File: src/rtl/bcd_pkg.sv
// Shared types and helpers for the sequential binary-to-BCD converter.
// Holds the FSM state type, display code constants and the digit-count helper.
package bcd_pkg;

    typedef enum logic [1:0] {
        IDLE = 2'd0,
        CONV = 2'd1,
        DONE = 2'd2
    } state_e;

    localparam logic [5:0] CODE_BLANK = 6'b111111;
    localparam logic [5:0] CODE_ZERO  = 6'b000000;

    // Number of decimal digits needed to show the largest w-bit unsigned value.
    function automatic int digits_for_width(input int w);
        logic [63:0] v;
        int          d;
        v = (64'd1 << w) - 64'd1;
        d = 32'sd1;
        for (int k = 0; k < 20; k++) begin
            if (v >= 64'd10) begin
                v = v / 64'd10;
                d = d + 32'sd1;
            end else begin
                v = v;
            end
        end
        return d;
    endfunction

    // Display code of a visible digit: the decoder takes the value zero-extended.
    function automatic logic [5:0] digit_code(input logic [3:0] d);
        return {2'b00, d};
    endfunction

endpackage

File: src/rtl/bcd_adjust.sv
// Double-dabble nibble correction: adds 3 to a BCD digit of 5 or more so the
// following left shift carries correctly into the next decimal digit.
module bcd_adjust (
    input  logic [3:0] din,
    output logic [3:0] dout
);

    // Conditional add-3; inputs never exceed 9, so the 4-bit sum cannot wrap.
    always_comb begin
        dout = din;
        if (din >= 4'd5) begin
            dout = din + 4'd3;
        end else begin
            dout = din;
        end
    end

endmodule

File: src/rtl/bin_to_bcd_seq.sv
// Sequential shift-and-add-3 binary-to-BCD converter, one bit per clock, with
// registered packed BCD and per-digit 6-bit display codes (optional blanking).
module bin_to_bcd_seq
    import bcd_pkg::*;
#(
    parameter int WIDTH  = 8,
    parameter int DIGITS = 3,
    parameter int BLANK  = 0
) (
    input  logic                  clk,
    input  logic                  rst_n,
    input  logic                  start,
    input  logic [WIDTH-1:0]      bin,
    output logic                  ready,
    output logic                  done,
    output logic [4*DIGITS-1:0]   bcd,
    output logic [6*DIGITS-1:0]   seg_code
);

    localparam int BW = 4 * DIGITS;
    localparam int SW = BW + WIDTH;
    localparam int CW = $clog2(WIDTH + 1);
    localparam logic [CW-1:0] CNT_LAST = CW'(WIDTH - 1);

    generate
        if (digits_for_width(WIDTH) > DIGITS) begin : g_digits_too_few
            $error("bin_to_bcd_seq: DIGITS too small for WIDTH");
        end
    endgenerate

    state_e          state_q, state_d;
    logic [SW-1:0]   sr_q, sr_d;
    logic [CW-1:0]   cnt_q, cnt_d;
    logic            ready_q, ready_d;
    logic            done_q, done_d;
    logic [BW-1:0]   bcd_q, bcd_d;
    logic [6*DIGITS-1:0] seg_q, seg_d;

    logic [BW-1:0]   adj_s;
    logic [SW-1:0]   pre_shift_s;
    logic [SW-1:0]   sr_shift_s;
    logic [BW-1:0]   result_bcd_s;
    logic [6*DIGITS-1:0] seg_next_s;
    logic            seen_nz_s;
    logic [3:0]      nib_s;

    genvar gi;
    generate
        for (gi = 0; gi < DIGITS; gi++) begin : g_adj
            bcd_adjust u_adj (
                .din  (sr_q[WIDTH + 4*gi +: 4]),
                .dout (adj_s[4*gi +: 4])
            );
        end
    endgenerate

    assign pre_shift_s  = {adj_s, sr_q[WIDTH-1:0]};
    assign sr_shift_s   = pre_shift_s << 1;
    assign result_bcd_s = sr_shift_s[SW-1 -: BW];

    // Display codes for the result, scanning from the most significant digit so
    // a digit is blanked only while every digit above it is also zero.
    always_comb begin
        seen_nz_s  = 1'b0;
        nib_s      = 4'd0;
        seg_next_s = {(6*DIGITS){1'b0}};
        for (int i = DIGITS - 1; i >= 0; i--) begin
            nib_s     = result_bcd_s[4*i +: 4];
            seen_nz_s = seen_nz_s | (nib_s != 4'd0);
            if ((BLANK != 0) && (i > 0) && !seen_nz_s) begin
                seg_next_s[6*i +: 6] = CODE_BLANK;
            end else begin
                seg_next_s[6*i +: 6] = digit_code(nib_s);
            end
        end
    end

    // Next-state and output logic of the IDLE/CONV/DONE controller.
    always_comb begin
        state_d = state_q;
        sr_d    = sr_q;
        cnt_d   = cnt_q;
        bcd_d   = bcd_q;
        seg_d   = seg_q;
        done_d  = 1'b0;
        case (state_q)
            IDLE: begin
                if (start) begin
                    state_d = CONV;
                    sr_d    = {{BW{1'b0}}, bin};
                    cnt_d   = {CW{1'b0}};
                end else begin
                    state_d = IDLE;
                end
            end
            CONV: begin
                sr_d  = sr_shift_s;
                cnt_d = cnt_q + CW'(1);
                if (cnt_q == CNT_LAST) begin
                    state_d = DONE;
                    bcd_d   = result_bcd_s;
                    seg_d   = seg_next_s;
                    done_d  = 1'b1;
                end else begin
                    state_d = CONV;
                end
            end
            DONE: begin
                state_d = IDLE;
            end
            default: begin
                state_d = IDLE;
            end
        endcase
        ready_d = (state_d == IDLE);
    end

    // State, datapath and registered outputs; reset abandons any conversion.
    always_ff @(posedge clk or negedge rst_n) begin
        if (!rst_n) begin
            state_q <= IDLE;
            sr_q    <= {SW{1'b0}};
            cnt_q   <= {CW{1'b0}};
            ready_q <= 1'b1;
            done_q  <= 1'b0;
            bcd_q   <= {BW{1'b0}};
            seg_q   <= {DIGITS{CODE_ZERO}};
        end else begin
            state_q <= state_d;
            sr_q    <= sr_d;
            cnt_q   <= cnt_d;
            ready_q <= ready_d;
            done_q  <= done_d;
            bcd_q   <= bcd_d;
            seg_q   <= seg_d;
        end
    end

    assign ready    = ready_q;
    assign done     = done_q;
    assign bcd      = bcd_q;
    assign seg_code = seg_q;

endmodule

File: config.mk
export PLATFORM = sky130hd
export DESIGN_NAME = bin_to_bcd_seq
export DESIGN_NICKNAME = d
export VERILOG_FILES = /design/src/rtl/bcd_pkg.sv /design/src/rtl/bcd_adjust.sv /design/src/rtl/bin_to_bcd_seq.sv
export SDC_FILE = /design/constraint.sdc
export NUM_CORES = 1
export LEC_CHECK = 0
export BUFFER_PORTS_ARGS = -buffer_cell sky130_fd_sc_hd__buf_4
export CORE_MARGIN = 2
export CORE_UTILIZATION = 57
export CTS_CLUSTER_SIZE = 10
export DETAILED_ROUTE_END_ITERATION = 7
export PLACE_DENSITY = 0.84
export SLEW_MARGIN = 40
export SYNTH_ARGS = -nofsm -noshare
export SYNTH_HDL_FRONTEND = slang
export SYNTH_SLANG_ARGS = --single-unit
File: constraint.sdc
create_clock -name clk -period 4.3 [get_ports clk]
set_input_delay 0.645 -clock clk [delete_from_list [all_inputs] [get_ports clk]]
set_output_delay 0.645 -clock clk [all_outputs]
set_load 0.01 [all_outputs]
Word-level counts from Yosys, hierarchy flattened

Index checks and enable logic that the tools add are counted.

$add $sub $neg: 4
Magnitude comparators: 3
Equal/unequal tests: 3
Reduce and logical (&&, ||, !) cells: 5
Mux-type cells: 12

Operator list:

| kind                  | count |
|---|---|
| $pmux W20 S2          | 1 |
| $mux W20              | 1 |
| $ge A4 B3 Y1 const B  | 3 |
| $mux W4               | 3 |
| $add A4 B2 Y4 const B | 2 |
| $pmux W4 S2           | 1 |
| $add A4 B1 Y4 const B | 1 |
| $eq A4 B3 Y1 const B  | 1 |
| $logic_not A2 Y1      | 2 |
| $pmux W2 S2           | 1 |
| $reduce_and A2 Y1     | 2 |
| $add A3 B2 Y3 const B | 1 |
| $mux W1               | 3 |
| $mux W3               | 1 |
| $eq A2 B1 Y1 const B  | 1 |
| $mux W2               | 1 |
| $ne A2 B2 Y1 const B  | 1 |
| $reduce_bool A2 Y1    | 1 |

Output and inout port bits: 32
Bits in registers: 40
Bits of input ports: 11
Word-level logic and storage cells: 33

Longest topological paths before layout

Depth in word-level cells: 4
Gate-level depth with buffers: 6
Gate-level depth less buffers: 6

Cells and area by module

From an unflattened synthesis, not the netlist that was laid out.

Cells, all modules: 191
Area, all modules: 2039.5 um^2

By module, submodules not included:

| module         | area each (um^2) | instances | sequential area each (um^2) | cells an instance |
|---|---|---|---|---|
| bin_to_bcd_seq | 1735.4           | 1         | 977.2                       | 143 |
| bcd_adjust     | 101.3            | 3         | 0.0                         | 16 |

Worst setup path after synthesis

No wires, ideal clock.

Path kind: reg-to-reg
Start point: reg sr_q[12]
End point: reg bcd_q[6] (netlist: bcd[6])
Setup slack: 2.738 ns
Period minus slack after synthesis: 1.562 ns
Cell stages (with the launch flop): 6
Data required time: 4.205 ns
Setup time: 0.095 ns
Arrival: 1.467 ns
Buffers on the path: 0
Path through: dfrtp_1 > ha_1 > nand2b_1 > a21oi_1 > mux2_2 > o31ai_1

Longest elaborated chain between the ends: 2
Elaborated cells on any way between the ends: 3
Those cells by class: add/sub (1); order compare (1); mux (1)

RTL lines:

| element                                              | RTL line                           | source |
|---|---|---|
| start: declaration                                   | bin_to_bcd_seq.sv:32               | `logic [SW-1:0] sr_q, sr_d;` |
| start signal: assignment                             | bin_to_bcd_seq.sv:122              | `sr_q <= {SW{1'b0}};` |
| start signal: assignment                             | bin_to_bcd_seq.sv:130              | `sr_q <= sr_d;` |
| $add A4 B2 Y4 / $ge A4 B3 Y1 (equally long branches) | bcd_adjust.sv:12, bcd_adjust.sv:11 |  |
| $mux W4 *                                            | bcd_adjust.sv:11                   | `if (din >= 4'd5) begin` |
| end signal: assignment                               | bin_to_bcd_seq.sv:126              | `bcd_q <= {BW{1'b0}};` |
| end: declaration                                     | bin_to_bcd_seq.sv:36               | `logic [BW-1:0] bcd_q, bcd_d;` |

Mark *: on every way between the ends. The rest lies on a longest branch, timed or not.
A chain may end at the register's enable or synchronous reset.

Final worst setup path

Start point: reg done_q (netlist: done)
End point: out done

RTL lines:

| element                  | RTL line              | source |
|---|---|---|
| start: declaration       | bin_to_bcd_seq.sv:35  | `logic done_q, done_d;` |
| start signal: assignment | bin_to_bcd_seq.sv:133 | `done_q <= done_d;` |
| end: declaration         | bin_to_bcd_seq.sv:15  | `output logic done,` |

No word-level cell between the ends.

==> run metrics <==
Synth cell types 33; Final nets 227; Crit. End Element primary output; power per cell area 739.1 nW/um^2; most repeated cell in the gate-level netlist after synthesis dfrtp_1; standard-cell rows 21; Synth Warn # 0; GPL Wtd Cong 0.7822; Post-synth ARST share 100.0%; Detail Route Antenna Nets 0; die area 3906 sq um; GRT overflow 0; Wirelength per Cell 12.88 microns; layout cell share with drive strength beyond 1 27.62%; ordered cell list for the critical path buf_4; dominant cell type by area after synthesis dfrtp_1; unrepaired setup endpoints after global routing false; share of the synthesized area in the top cell type 48.75%; Seq/Total Area, Yosys 50.10%; fin crit period 1835 ps; worst slew pin tran 627.9 ps; Sink Count 39; DR iter-0 viols 36; Setup TNS 0 ps; Syn Area/Cell 10.49 sq um; fill count 273; worst-skew pair later-pin latency 340 ps; placed inst area 2118 sq um; outcome complete, no violations; final setup fails 0; Total Wirelength 3297 microns; critical path class register to primary output; setup ws final 2465 ps; Final Hold Fails 0; vias in the first global route 1275; Worst path max stage delay 650 ps; area grow syn2layout 12.12%; CTS tree built; Final Max Tran Viols 0; Post-synth EDFFs 0; maximum root-to-sink buffer count 2; post-synthesis register bit count 39; Hold WC Path Type input pin to async pin; CTS Hold Bufs 0; most used flip-flop cell after synthesis dfrtp_1; I/O Buffers 36; Leak 1.030 nW; Vias 1357; Ant. Diodes 0; die width 62.50 microns; Power Total 1.616 mW; antenna violations before repair 0; Synth area leaders dfrtp_1 (49%), buf_4 (7.7%), o21ai_0 (5.6%), ha_1 (4.5%), mux2_2 (4.0%); Syn Std Cell Area 1951 sq um; relative slew slack 57.98%; Critical Path AT 1190 ps; first-pass GRT wire length 5664 microns; Die Y 62.50 microns; number of buffers added for setup after CTS 0; worst path bufs/invs 1; CTS root buffer clkbuf_4; Critical Path RT 3650 ps; Slowest cell on crit path dfrtp_1; DRC 0; clock-pin slew on the worst setup and hold paths 110 ps; Crit Path Max Fanout 15; Design Area, Final 2187 sq um; DP HPWL 2247 microns; Gate Count Post-Synth 186; Max-Cap Viols 0; Total Routing Usage GR 18.38%; htree depth 2; drt first pass iters 4; fin util 66.06%; dpl ws 2514 ps; io pins 43; cts repair resizes 0; Clock Skew 9.779 ps; largest net degree at the start of global routing 40; CTS Buf Count 5; maximum clock rate 544.9 MHz; core footprint 3311 sq um; period utilization 42.68%; startpoint types register; post-DR vias/cell 5.301; initial cell density of the core 58.92%; CP top delay family flip-flops; top cells by count, synth dfrtp_1 (38), o21ai_0 (22), buf_4 (20); VDD IR-drop max 0.3693 mV
## worst paths after layout
path                             from       to  slack, ps  cells past startpoint
setup / recovery                 done     done       2460                      1
hold / removal                  rst_n   bcd[7]        240                      1
setup reg to reg           state_q[0]   bcd[1]       2520                      3
hold reg to reg               sr_q[6]  sr_q[6]        500                      2
max in group asynchronous       rst_n    ready       3700                      1
min in group clk              sr_q[6]  sr_q[6]        500                      2
## power by group
part           internal [mW]  total [mW]  switching (mW)
logic                  0.377       0.739           0.361
registers              0.524       0.669           0.145
clock network         0.0962       0.209           0.113
## kinds of logic (layout without fill, tap and decap cells)
logic type               after synthesis  in the layout  share of synthesized area, %
multiplexers                           7              7                         4.041
other                                  1              6                        0.1922
AND/OR/NAND/NOR                       44             44                         12.38
buffers and inverters                 32             51                         10.52
AO/OA/AOI/OAI                         53             53                         16.93
adder cells (fa/ha/maj)                7              7                         4.490
XOR/XNOR                               3              3                         1.347
flip-flops                            39             39                         50.10
## registers in the layout, summed over array words and instances, names as in the netlist
name and flops:
done 1, ready 1, state_q 1, sr_q 20, cnt_q 4, bcd 12
## metal layers
| metal | wire length, microns | global-route usage [%] | vias to the layer above | part of all wire [%] |
|---|---|---|---|---|
| met5 | 0 | 0 | - | 0 |
| met4 | 27 | 7.500 | 0 | 0.82 |
| met3 | 169 | 5.946 | 2 | 5.1 |
| met2 | 1613 | 29.84 | 37 | 49 |
| met1 | 1487 | 22.74 | 653 | 45 |
| li1 | - | - | 665 | - |
## metrics by stage
step	std cells	hold WS [ps]
3_3_place_gp	248	469.3
4_1_cts	256	255.1
2_1_floorplan	191	349.4
3_5_place_dp	248	483.5
6_report	256	243.6
5_1_grt	256	260.2
## cell type report
type | count | area, sq um | area share [%]
tap | 46 | 57.56 | 2.632
multi-input combinational | 120 | 787.0 | 35.98
inverter | 7 | 26.28 | 1.201
timing repair buffer | 36 | 270.3 | 12.36
sequential | 39 | 977.2 | 44.68
clock buffer | 8 | 68.82 | 3.146
## cells in the final DEF, fill, tap and decap left out
cell and count:
a22oi_1 7, nor2_4 1, dfstp_2 1, nand2_1 17
a31oi_1 3, nand4b_4 1, a21oi_1 9, nor2_1 8
ha_1 7, or3b_2 3, nor2b_2 1, nor3b_1 2
clkbuf_1 1, a21o_1 1, xnor2_1 3, clkbuf_4 5
o31ai_1 1, o21ai_0 22, o21ai_4 1, nor2b_1 2
o21ai_1 2, a22o_1 6, nand3_1 1, dfrtp_1 38
nand2b_1 4, inv_1 7, buf_4 36, clkbuf_8 2
a32o_1 1, nor3_1 4, conb_1 6, mux2_2 7
No activity file was read; power rests on OpenSTA's default activity.
